[config.mk]
export PLATFORM = sky130hd
export DESIGN_NAME = byte_word_packer
export DESIGN_NICKNAME = d
export VERILOG_FILES = /design/src/rtl/byte_word_packer_pkg.sv /design/src/rtl/byte_word_packer.sv
export SDC_FILE = /design/constraint.sdc
export NUM_CORES = 1
export LEC_CHECK = 0
export CAP_MARGIN = 10
export CORE_ASPECT_RATIO = 0.9
export CORE_MARGIN = 5
export CORE_UTILIZATION = 44
export DETAILED_ROUTE_END_ITERATION = 8
export PLACE_DENSITY = 0.86
export REMOVE_ABC_BUFFERS = 1
export SLEW_MARGIN = 20
export SYNTH_ARGS = -nofsm -noshare
export SYNTH_HDL_FRONTEND = slang
export SYNTH_SLANG_ARGS = --single-unit
[constraint.sdc]
create_clock -name clk -period 1.5 [get_ports clk]
set_clock_uncertainty 0.05 [all_clocks]
set_input_delay 0.3 -clock clk [delete_from_list [all_inputs] [get_ports clk]]
set_output_delay 0.3 -clock clk [all_outputs]
set_load 0.03 [all_outputs]
[src/rtl/byte_word_packer_pkg.sv]
// Shared definitions for the byte/word packer and the splitter-side benches.
//   BYTE_W          width of one byte lane
//   BYTES_PER_WORD  lanes per packed word
//   WORD_W          packed word width
//   state_t         FILL (collecting bytes) / HOLD (word presented)
package byte_word_packer_pkg;

    localparam int BYTE_W         = 8;
    localparam int BYTES_PER_WORD = 4;
    localparam int WORD_W         = BYTE_W * BYTES_PER_WORD;

    typedef enum logic {
        ST_FILL = 1'b0,
        ST_HOLD = 1'b1
    } state_t;

endpackage

[src/rtl/byte_word_packer.sv]
// byte_word_packer: packs bytes MSB-first into a word and presents it with a
// valid/ready handshake. in_last on an accepted byte flushes a partial word
// whose unfilled low lanes are zero.
//
// state | meaning
// FILL  | collecting bytes, in_ready=1, out_valid=0
// HOLD  | word presented,   in_ready=0, out_valid=1
//
// Ports
//   clk         clock, all state updates on posedge
//   reset       asynchronous active-high reset, discards any partial word
//   in_valid    producer offers in_byte
//   in_ready    packer accepts a byte this cycle
//   in_byte     byte data
//   in_last     final byte of a message, flush after it
//   out_valid   out_word/out_nbytes hold a complete or flushed word
//   out_ready   consumer takes the word
//   out_word    packed word, first byte in the top lane
//   out_nbytes  number of valid bytes in out_word, 0 when !out_valid
module byte_word_packer #(
    parameter int BYTE_W         = byte_word_packer_pkg::BYTE_W,
    parameter int BYTES_PER_WORD = byte_word_packer_pkg::BYTES_PER_WORD
) (
    input  logic                                     clk,
    input  logic                                     reset,
    input  logic                                     in_valid,
    output logic                                     in_ready,
    input  logic [BYTE_W-1:0]                        in_byte,
    input  logic                                     in_last,
    output logic                                     out_valid,
    input  logic                                     out_ready,
    output logic [BYTE_W*BYTES_PER_WORD-1:0]         out_word,
    output logic [$clog2(BYTES_PER_WORD+1)-1:0]      out_nbytes
);
    import byte_word_packer_pkg::*;

    localparam int WORD_BITS = BYTE_W * BYTES_PER_WORD;
    localparam int CNT_W     = $clog2(BYTES_PER_WORD + 1);

    state_t                 r_state;
    logic [CNT_W-1:0]       r_cnt;
    logic [WORD_BITS-1:0]   r_word;

    logic                   w_accept;
    logic [CNT_W-1:0]       w_cnt_next;
    logic                   w_word_done;

    assign w_accept    = in_valid && (r_state == ST_FILL);
    assign w_cnt_next  = r_cnt + 1'b1;
    assign w_word_done = (w_cnt_next == CNT_W'(BYTES_PER_WORD)) || in_last;

    always_ff @(posedge clk or posedge reset) begin
        if (reset) begin
            r_state <= ST_FILL;
            r_cnt   <= '0;
            r_word  <= '0;
        end else begin
            case (r_state)
                ST_FILL: begin
                    if (w_accept) begin
                        // lane index = byte count so far, counted down from the top
                        for (int i = 0; i < BYTES_PER_WORD; i++) begin
                            if (r_cnt == CNT_W'(i)) begin
                                r_word[WORD_BITS-1-BYTE_W*i -: BYTE_W] <= in_byte;
                            end
                        end
                        r_cnt <= w_cnt_next;
                        if (w_word_done) begin
                            r_state <= ST_HOLD;
                        end
                    end
                end
                ST_HOLD: begin
                    if (out_ready) begin
                        r_state <= ST_FILL;
                        r_cnt   <= '0;
                        r_word  <= '0;
                    end
                end
                default: begin
                    r_state <= ST_FILL;
                    r_cnt   <= '0;
                    r_word  <= '0;
                end
            endcase
        end
    end

    // Outputs are pure decodes of registered state; nothing from the inputs
    // reaches them combinationally. Partial fill is hidden while collecting.
    assign in_ready   = (r_state == ST_FILL);
    assign out_valid  = (r_state == ST_HOLD);
    assign out_word   = out_valid ? r_word : '0;
    assign out_nbytes = out_valid ? r_cnt  : '0;

endmodule
==> results of run 1 <==
==> synth_stat cells (all sizes together), types with 2 or more instances <==
master   number
clkbuf        3
dfrtp        36
nor2b         2
mux2i        16
o22ai         9
o2bb2ai       7
a21oi         2
and2         24
nor2          3
ha            6
nand2        44
and4bb        2
buf          10
o21ai        20
inv          15
==> kinds of logic (layout without fill, tap and decap cells) <==
family	count (synthesis)	after routing	synth area share (%)
compound gates	40	40	13.1
simple gates	77	77	20.5
buf+inv	28	102	7.97
flops	36	36	46.3
fa+ha+maj	6	6	3.86
mux	16	16	8.23
==> through the flow <==
stage          area (sq um)  std cells  setup TNS, ps  hold slack, ps
2_1_floorplan          1850        190         -37170             349
3_3_place_gp           2510        321          -2180             440
3_5_place_dp           2510        321          -3000             445
4_1_cts                2810        331          -3340             305
5_1_grt                3060        339          -5310             320
6_report               3060        339          -3460             298
==> layout make-up <==
class | instances | share of cell area, %
Clock buffer | 5 | 2.25
Timing Repair Buffer | 79 | 28.8
Sequential cell | 36 | 29.5
Tap cell | 62 | 2.53
Multi-Input combinational cell | 139 | 34.3
Clock inverter | 3 | 0.613
Inverter | 15 | 2.00
==> state kept, by name, indices dropped and copies added (netlist names) <==
name	count
out_valid	1
r_cnt	3
r_word	32
==> layer usage <==
metal  track usage (%)  part of all wire, %
met3              4.20                  4.2
met5                 0                    0
met1              23.1                   43
met4              6.00                  1.7
met2              29.4                   51
==> final timing paths <==
path | cells after the start | end | from
setup reg to reg | 6 | r_word[18]$_DFFE_PP0P_ | r_cnt[0]$_DFFE_PP0P_
setup / recovery | 4 | out_word[25] | out_valid$_DFF_PP0_
hold reg to reg | 1 | r_word[21]$_DFFE_PP0P_ | r_word[21]$_DFFE_PP0P_
hold / removal | 3 | r_word[9]$_DFFE_PP0P_ | reset
min in group clk | 1 | r_word[21]$_DFFE_PP0P_ | r_word[21]$_DFFE_PP0P_
max in group asynchronous | 3 | r_cnt[1]$_DFFE_PP0P_ | reset
==> power breakdown <==
part	total [uW]	internal, uW	switching [uW]
registers	1700	1380	315
logic	2400	1210	1190
clock network	691	324	368
==> worst max-delay path, cell delays in order, from the launching register on <==
cell and delay [ps]:
dfrtp_1 400, buf_6 150, buf_6 140, and2_1 160, buf_6 130
==> timing repair <==
| item | in CTS | in global routing |
|---|---|---|
| setup buffers | 2 | 6 |
| gates cloned | 0 | 2 |
| hold buffers | 0 | 0 |
| gates resized for setup | 58 | 58 |
| setup endpoints to repair | 42 | 65 |
| pin swaps | 0 | 5 |
==> flow_summary.toml, run 1 <==
[status]
outcome = "finished, violations left"
violations = "setup timing"

[synth]
synth_ff_type = "dfrtp_1"
syn_area_per_cell_sq_um = 9.58
syn_inst = 203
syn-cell-area_sq_um = 1950
ys_warn_count = 0
ys_ff_latch = 36
synthTopCellsByArea = "dfrtp_1, nand2_1, mux2i_1"
yosysTopAreaCellShare_pct = 46.3
ys_seq_area_share_pct = 46.3
synth_edf_count = 0
ys_async_sr_fraction_pct = 100
synth_area_leader_cell = "dfrtp_1"
synth_cell_type_count = 27

[critical_path]
endpoint_kind = "output port"
critPathMaxFanout = 11
critPathRequiredTime_ps = 1150
rrSetupSlack_ps = -20
cp-start-kind = "flip-flop"
worstPathArrival_ps = 1280
criticalPathCategory = "flip-flop to output port"

[power_and_ir_drop]
leakage_uw = 0.00155
power_uw = 4790
ir_worst_vdd_mv = 0.890
power_density_nw_per_um2 = 1560

[clocking]
cts_max_path_buffers = 2
numCtsBuffers = 5
clk_pin_slew_ps = 80
cts_sinks = 36
tritoncts = "done"
htreeDepth = 2
clk_latency_ps = 290
cts_root_buf = "clkbuf_8"

[route]
routedWlPerCell_um = 15.8
via_per_inst = 5.01
ant_nets = 0
vias = 1700
drc = 0
dr.first_iter.drc_count = 80
finalWirelength_um = 5360
first_pass_iters = 4

[cells_and_area]
regArea_sq_um = 902
n_fill_cell = 328
final_nets = 295
layout_commonest_cell = "buf_6"
drive_gt1_share_pct = 45.8
post-route-util_pct = 70.0
layout_common_cells = "buf_6, dfrtp_1, nand2_1, and2_4, buf_4"
area_delta_synth_final_pct = 57.4
antenna_cells_inserted = 0
multiInputGateArea_sq_um = 1050

[die]
core_sq_um = 4370
die_w_um = 80.1
row_count = 23
io_pins = 50
design.die.area_sq_um = 5850
start_util_pct = 44.5
die_h_um = 73.1

[sta]
relSlewSlack_pct = 77.4
finalCritPeriodShare_pct = 109
final.min_clock_period_ps = 1630
finalSetupViolCount = 34
fmax_mhz = 612
worst_slew_pin_slew_ps = 339
finalHoldViolations = 0
rsz0062_at_grt = "true"
finalMaxSlewViolations = 0
fin_ws_ps = -133

[placed_design]
dp_hpwl_um = 3320
dp_slack_ps = -196
globalplace.congestion = 0.745
io_buffers = 49

[min_path]
hold_path_class = "primary input to async pin"

[grt]
antenna_found_initial = 0
gr-usage-all-layers_pct = 17.8
grt_pass1_vias = 1626
grt_pass1_wl_um = 8080
grt_overflow = 0
grt_start_max_net_pins = 37

[run]
drv_cap = 0
No activity file was read; power rests on OpenSTA's default activity.
==> inputs of run 2 (changes only) <==
- CORE_MARGIN: 5 -> default
==> run 2 against run 1 <==
Net effect:
- the flow still finishes with violations (setup timing)
- register-to-register slack worse by 160 ps
- sequential power about the same
- first-iteration DRC count up 110%
- maximum frequency down 3.4%
- critical path type unchanged
- critical endpoint is now out_word[14]
- largest cell class unchanged
- largest power group unchanged
==> flow_summary.toml, run 2 (same netlist as run 1, synthesis figures left out) <==
[die]
die_w_um = 72.1
start_util_pct = 46.8
core_sq_um = 4160
io_pins = 50
row_count = 22
design.die.area_sq_um = 4690
die_h_um = 65.1

[grt]
grt_overflow = 0
grt_pass1_vias = 1527
antenna_found_initial = 0
grt_start_max_net_pins = 37
gr-usage-all-layers_pct = 20.2
grt_pass1_wl_um = 7090

[sta]
final.min_clock_period_ps = 1690
fmax_mhz = 591
fin_ws_ps = -192
finalHoldViolations = 0
finalCritPeriodShare_pct = 113
rsz0062_at_grt = "true"
worst_slew_pin_slew_ps = 444
tns_ps = -5190
finalSetupViolCount = 48
relSlewSlack_pct = 70.3
finalMaxSlewViolations = 0

[cells_and_area]
n_fill_cell = 271
post-route-util_pct = 72.8
largest_reg_flops = 32
layout_common_cells = "nand2_1, buf_4, dfrtp_1, buf_6, o21ai_1"
final_nets = 295
finalNonFillerCells = 337
drive_gt1_share_pct = 40.1
area_delta_synth_final_pct = 55.6
regMostFlops = "r_word"
antenna_cells_inserted = 0

[critical_path]
cpMaxStageDelayCell = "dfrtp_2"
criticalPathCategory = "flip-flop to output port"
crit_path_max_incr_delay_ps = 470
cp-start-kind = "flip-flop"
critPathRequiredTime_ps = 1150
critPathMaxFanout = 6
path_buf_inv = 3
crit_family = "flip-flops"
worstPathArrival_ps = 1340
cp_cell_sequence = "buf_12 > clkbuf_16 > and2_4 > buf_6"
endpoint_kind = "output port"

[route]
via_per_inst = 5.16
finalWirelength_um = 5470
routedWlPerCell_um = 16.2
dr.first_iter.drc_count = 170
vias = 1738
first_pass_iters = 4
ant_nets = 0
drc = 0

[clocking]
numCtsBuffers = 5
cts_sinks = 36
htreeDepth = 2
ctsHoldBuffers = 0
cts_max_path_buffers = 2
clk_latency_ps = 290
tritoncts = "done"
clk_pin_slew_ps = 80
cts_root_buf = "clkbuf_8"

[status]
outcome = "finished, violations left"
violations = "setup timing"

[power_and_ir_drop]
power_density_nw_per_um2 = 1600
ir_worst_vdd_mv = 0.857
leakage_uw = 0.00156

[placed_design]
placedCellCount = 314
globalplace.congestion = 0.822
dp_hpwl_um = 3010
dp_slack_ps = -234
io_buffers = 49

[run]
drv_cap = 0

[min_path]
hold_path_class = "primary input to async pin"
-- run 2: cell count changes in the layout (fill, tap and decap cells not counted), moves of 4 or more --
cell / previous run / this run
buf_4: 16 / 35
o21ai_0: 11 / 0
nand2_4: 1 / 5
and2_1: 3 / 14
and2_4: 21 / 10
nand2_2: 9 / 4
buf_6: 43 / 22
o21ai_1: 8 / 17
-- run 2: per-layer routing --
metal	track usage, %	vias to the layer above	share of wire, %
met5	0	-	0
met4	10.8	0	1.5
met3	3.73	10	5.0
met2	31.5	55	51
met1	26.6	855	42
li1	-	818	-
-- run 2: where the power goes --
part | switching (uW) | internal, uW
sequential | 301 | 1380
combinational | 1190 | 1130
clock | 362 | 493
total | 1850 | 3010
-- run 2: cell type report --
class	count	area (sq um)	share of cell area, %
tap	60	75.1	2.48
clock inverter	2	35.0	1.16
clock buffer	6	72.6	2.40
timing repair buffer	78	833	27.5
sequential	36	902	29.8
inverter	15	60.1	1.98
multi-input combinational	140	1050	34.7
-- run 2: what timing repair did --
action / in CTS / in global routing
setup endpoints to repair: 51 / 64
setup buffers: 2 / 7
pin swaps: 0 / 18
gates resized for setup: 19 / 63
cloned: 0 / 6
-- run 2: worst paths after layout --
check	from	to	slack, ps	cells past startpoint
setup / recovery	out_valid$_DFF_PP0_	out_word[14]	-190	4
hold / removal	reset	r_word[7]$_DFFE_PP0P_	300	3
setup reg to reg	out_valid$_DFF_PP0_	r_word[27]$_DFFE_PP0P_	-180	7
hold reg to reg	r_word[22]$_DFFE_PP0P_	r_word[22]$_DFFE_PP0P_	460	1
max in group asynchronous	reset	out_valid$_DFF_PP0_	890	3
min in group clk	r_word[22]$_DFFE_PP0P_	r_word[22]$_DFFE_PP0P_	460	1
-- run 2: metrics by stage --
stage	instance area, sq um	hold slack [ps]	total power [uW]
final	3030	303	4860
after global routing	3030	334	5150
after detailed placement	2480	447	3410
after CTS	2680	317	4340
after floorplan	1850	349	2720
after global placement	2480	433	3350
-- run 2: tightest hold or removal path, delay by kind of cell --
family                 cells  cell delay (ps)
buffers and inverters      3              720
==> inputs of run 3 (changes only) <==
- PLACE_DENSITY: 0.86 -> 0.87
- TNS_END_PERCENT: default -> 30
==> run 3 against run 2 <==
Net effect:
- the run still ends with setup timing left
- wire length down 11%
- maximum frequency up 1.8%
- final area down 5.7%
- final cell count down 3.6%
- non-clock buffer count down 11
- sequential power about the same
- critical path type unchanged
- critical endpoint is now out_nbytes[1]
==> flow_summary.toml, run 3 (same netlist as run 1, synthesis figures left out) <==
[status]
outcome = "finished, violations left"
violations = "setup timing"

[sta]
rsz0062_at_grt = "true"
fmax_mhz = 602
relSlewSlack_pct = 81.7
finalMaxSlewViolations = 0
fin_ws_ps = -162
finalSetupViolCount = 40
final.min_clock_period_ps = 1660
finalHoldViolations = 0
worst_slew_pin_slew_ps = 274
finalCritPeriodShare_pct = 111

[placed_design]
globalplace.congestion = 0.886
dp_slack_ps = -192
dp_hpwl_um = 3150
placed_area_sq_um = 2470
io_buffers = 49

[power_and_ir_drop]
p_sw_uw = 1780
internal-power_uw = 2770
leakage_uw = 0.00146
power_uw = 4550
ir_worst_vdd_mv = 0.859
swShare_pct = 39.1
combPwrFrac_pct = 46.9
power_density_nw_per_um2 = 1590
power_frac_seq_pct = 36.8
p_clk_share_pct = 16.3

[run]
drv_cap = 0

[die]
start_util_pct = 46.8
core_sq_um = 4160
die_w_um = 72.1
io_pins = 50
row_count = 22
die_h_um = 65.1
design.die.area_sq_um = 4690

[critical_path]
criticalPathCategory = "flip-flop to output port"
timing.rr.end = "r_word[0]$_DFFE_PP0P_"
cp_cell_sequence = "buf_12 > buf_6 > nand2_1 > inv_1 > buf_4"
crit_path_max_incr_delay_ps = 460
critPathRequiredTime_ps = 1150
critical_path.endpoint = "out_nbytes[1]"
crit_family = "buffers and inverters"
reg2reg_from = "r_cnt[1]$_DFFE_PP0P_"
path_buf_inv = 4
worstPathArrival_ps = 1310
critPathMaxFanout = 7
endpoint_kind = "output port"
critPathLaunch = "out_valid$_DFF_PP0_"
cp-start-kind = "flip-flop"
critical_path_depth = 5
rr_worst_depth = 5
rrSetupSlack_ps = -120
cpMaxStageDelayCell = "dfrtp_2"

[cells_and_area]
regMostFlops = "r_word"
final_nets = 283
drive_gt1_share_pct = 36.6
post-route-util_pct = 68.7
design_area_sq_um = 2860
regArea_sq_um = 902
layout_common_cells = "nand2_1, dfrtp_1, buf_6, mux2i_1, and2_1"
area_delta_synth_final_pct = 46.8
largest_reg_flops = 32
n_fill_cell = 304
antenna_cells_inserted = 0
multiInputGateArea_sq_um = 973

[clocking]
tritoncts = "done"
numCtsBuffers = 5
cts_root_buf = "clkbuf_8"
ctsHoldBuffers = 0
htreeDepth = 2
clk_pin_slew_ps = 70
clk_latency_ps = 300
cts_sinks = 36
cts_max_path_buffers = 2

[grt]
gr-usage-all-layers_pct = 21.8
grt_pass1_vias = 1543
antenna_found_initial = 0
grt_start_max_net_pins = 37
grt_pass1_wl_um = 7600
grt_overflow = 0

[route]
vias = 1697
dr.first_iter.drc_count = 135
via_per_inst = 5.22
ant_nets = 0
first_pass_iters = 4
routedWlPerCell_um = 15.0
finalWirelength_um = 4880
drc = 0

[min_path]
hold_path_class = "primary input to async pin"
## run 3: cell type report
| cell class | instances | area share (%) |
|---|---|---|
| sequential | 36 | 31.6 |
| inverter | 15 | 2.19 |
| timing repair buffer | 67 | 26.2 |
| clock inverter | 1 | 0.263 |
| tap | 60 | 2.63 |
| clock buffer | 7 | 3.02 |
| multi-input combinational | 139 | 34.1 |
## run 3: how the worst min path moves through the flow
| stage | startpoint | to | slack [ps] | cells past startpoint |
|---|---|---|---|---|
| 2_1_floorplan | out_ready | out_valid$_DFF_PP0_ | 350 | 1 |
| 3_3_place_gp | r_word[7]$_DFFE_PP0P_ | r_word[7]$_DFFE_PP0P_ | 430 | 2 |
| 3_5_place_dp | r_word[20]$_DFFE_PP0P_ | r_word[20]$_DFFE_PP0P_ | 440 | 1 |
| 4_1_cts | reset | r_word[8]$_DFFE_PP0P_ | 300 | 3 |
| 5_1_grt | reset | r_word[28]$_DFFE_PP0P_ | 340 | 3 |
| 6_report | reset | r_word[28]$_DFFE_PP0P_ | 290 | 3 |
## run 3: power groups by stage
stage | Sequential [uW] | Clock, uW | Combinational [uW]
after global placement | 1630 | 0 | 1700
after detailed placement | 1650 | 0 | 1780
after floorplan | 1620 | 0 | 1100
after global routing | 1730 | 799 | 2310
final | 1680 | 740 | 2140
after CTS | 1650 | 748 | 1950
## run 3: worst reg2reg max path: stages (launching register included)
cell and delay [ps]:
dfrtp_1 420, ha_1 220, ha_2 200, nand2_4 150
mux2i_1 290, o22ai_1 160
## run 3: repair_timing
| action | 4_1_cts | 5_1_grt |
|---|---|---|
| endpoints found under the setup margin | 56 | 55 |
| pin swaps | 2 | 1 |
| cloned | 0 | 1 |
| gates resized for setup | 46 | 34 |
| buffers inserted | 1 | 2 |
| endpoints found under the hold margin | 0 | 0 |
## run 3: stage by stage
stage	std cells	hold WS [ps]	TNS (ps)
2_1_floorplan	190	349	-37170
3_3_place_gp	313	430	-3340
3_5_place_dp	313	444	-4150
4_1_cts	322	300	-3110
5_1_grt	325	343	-4570
6_report	325	294	-2780
## run 3: routing by layer
layer / up-vias / track usage (%) / wire (um)
met2: 56 / 33.8 / 2350
li1: 794 / - / -
met4: 0 / 11.0 / 180
met5: - / 0 / 0
met3: 13 / 4.51 / 220
met1: 834 / 28.8 / 2130
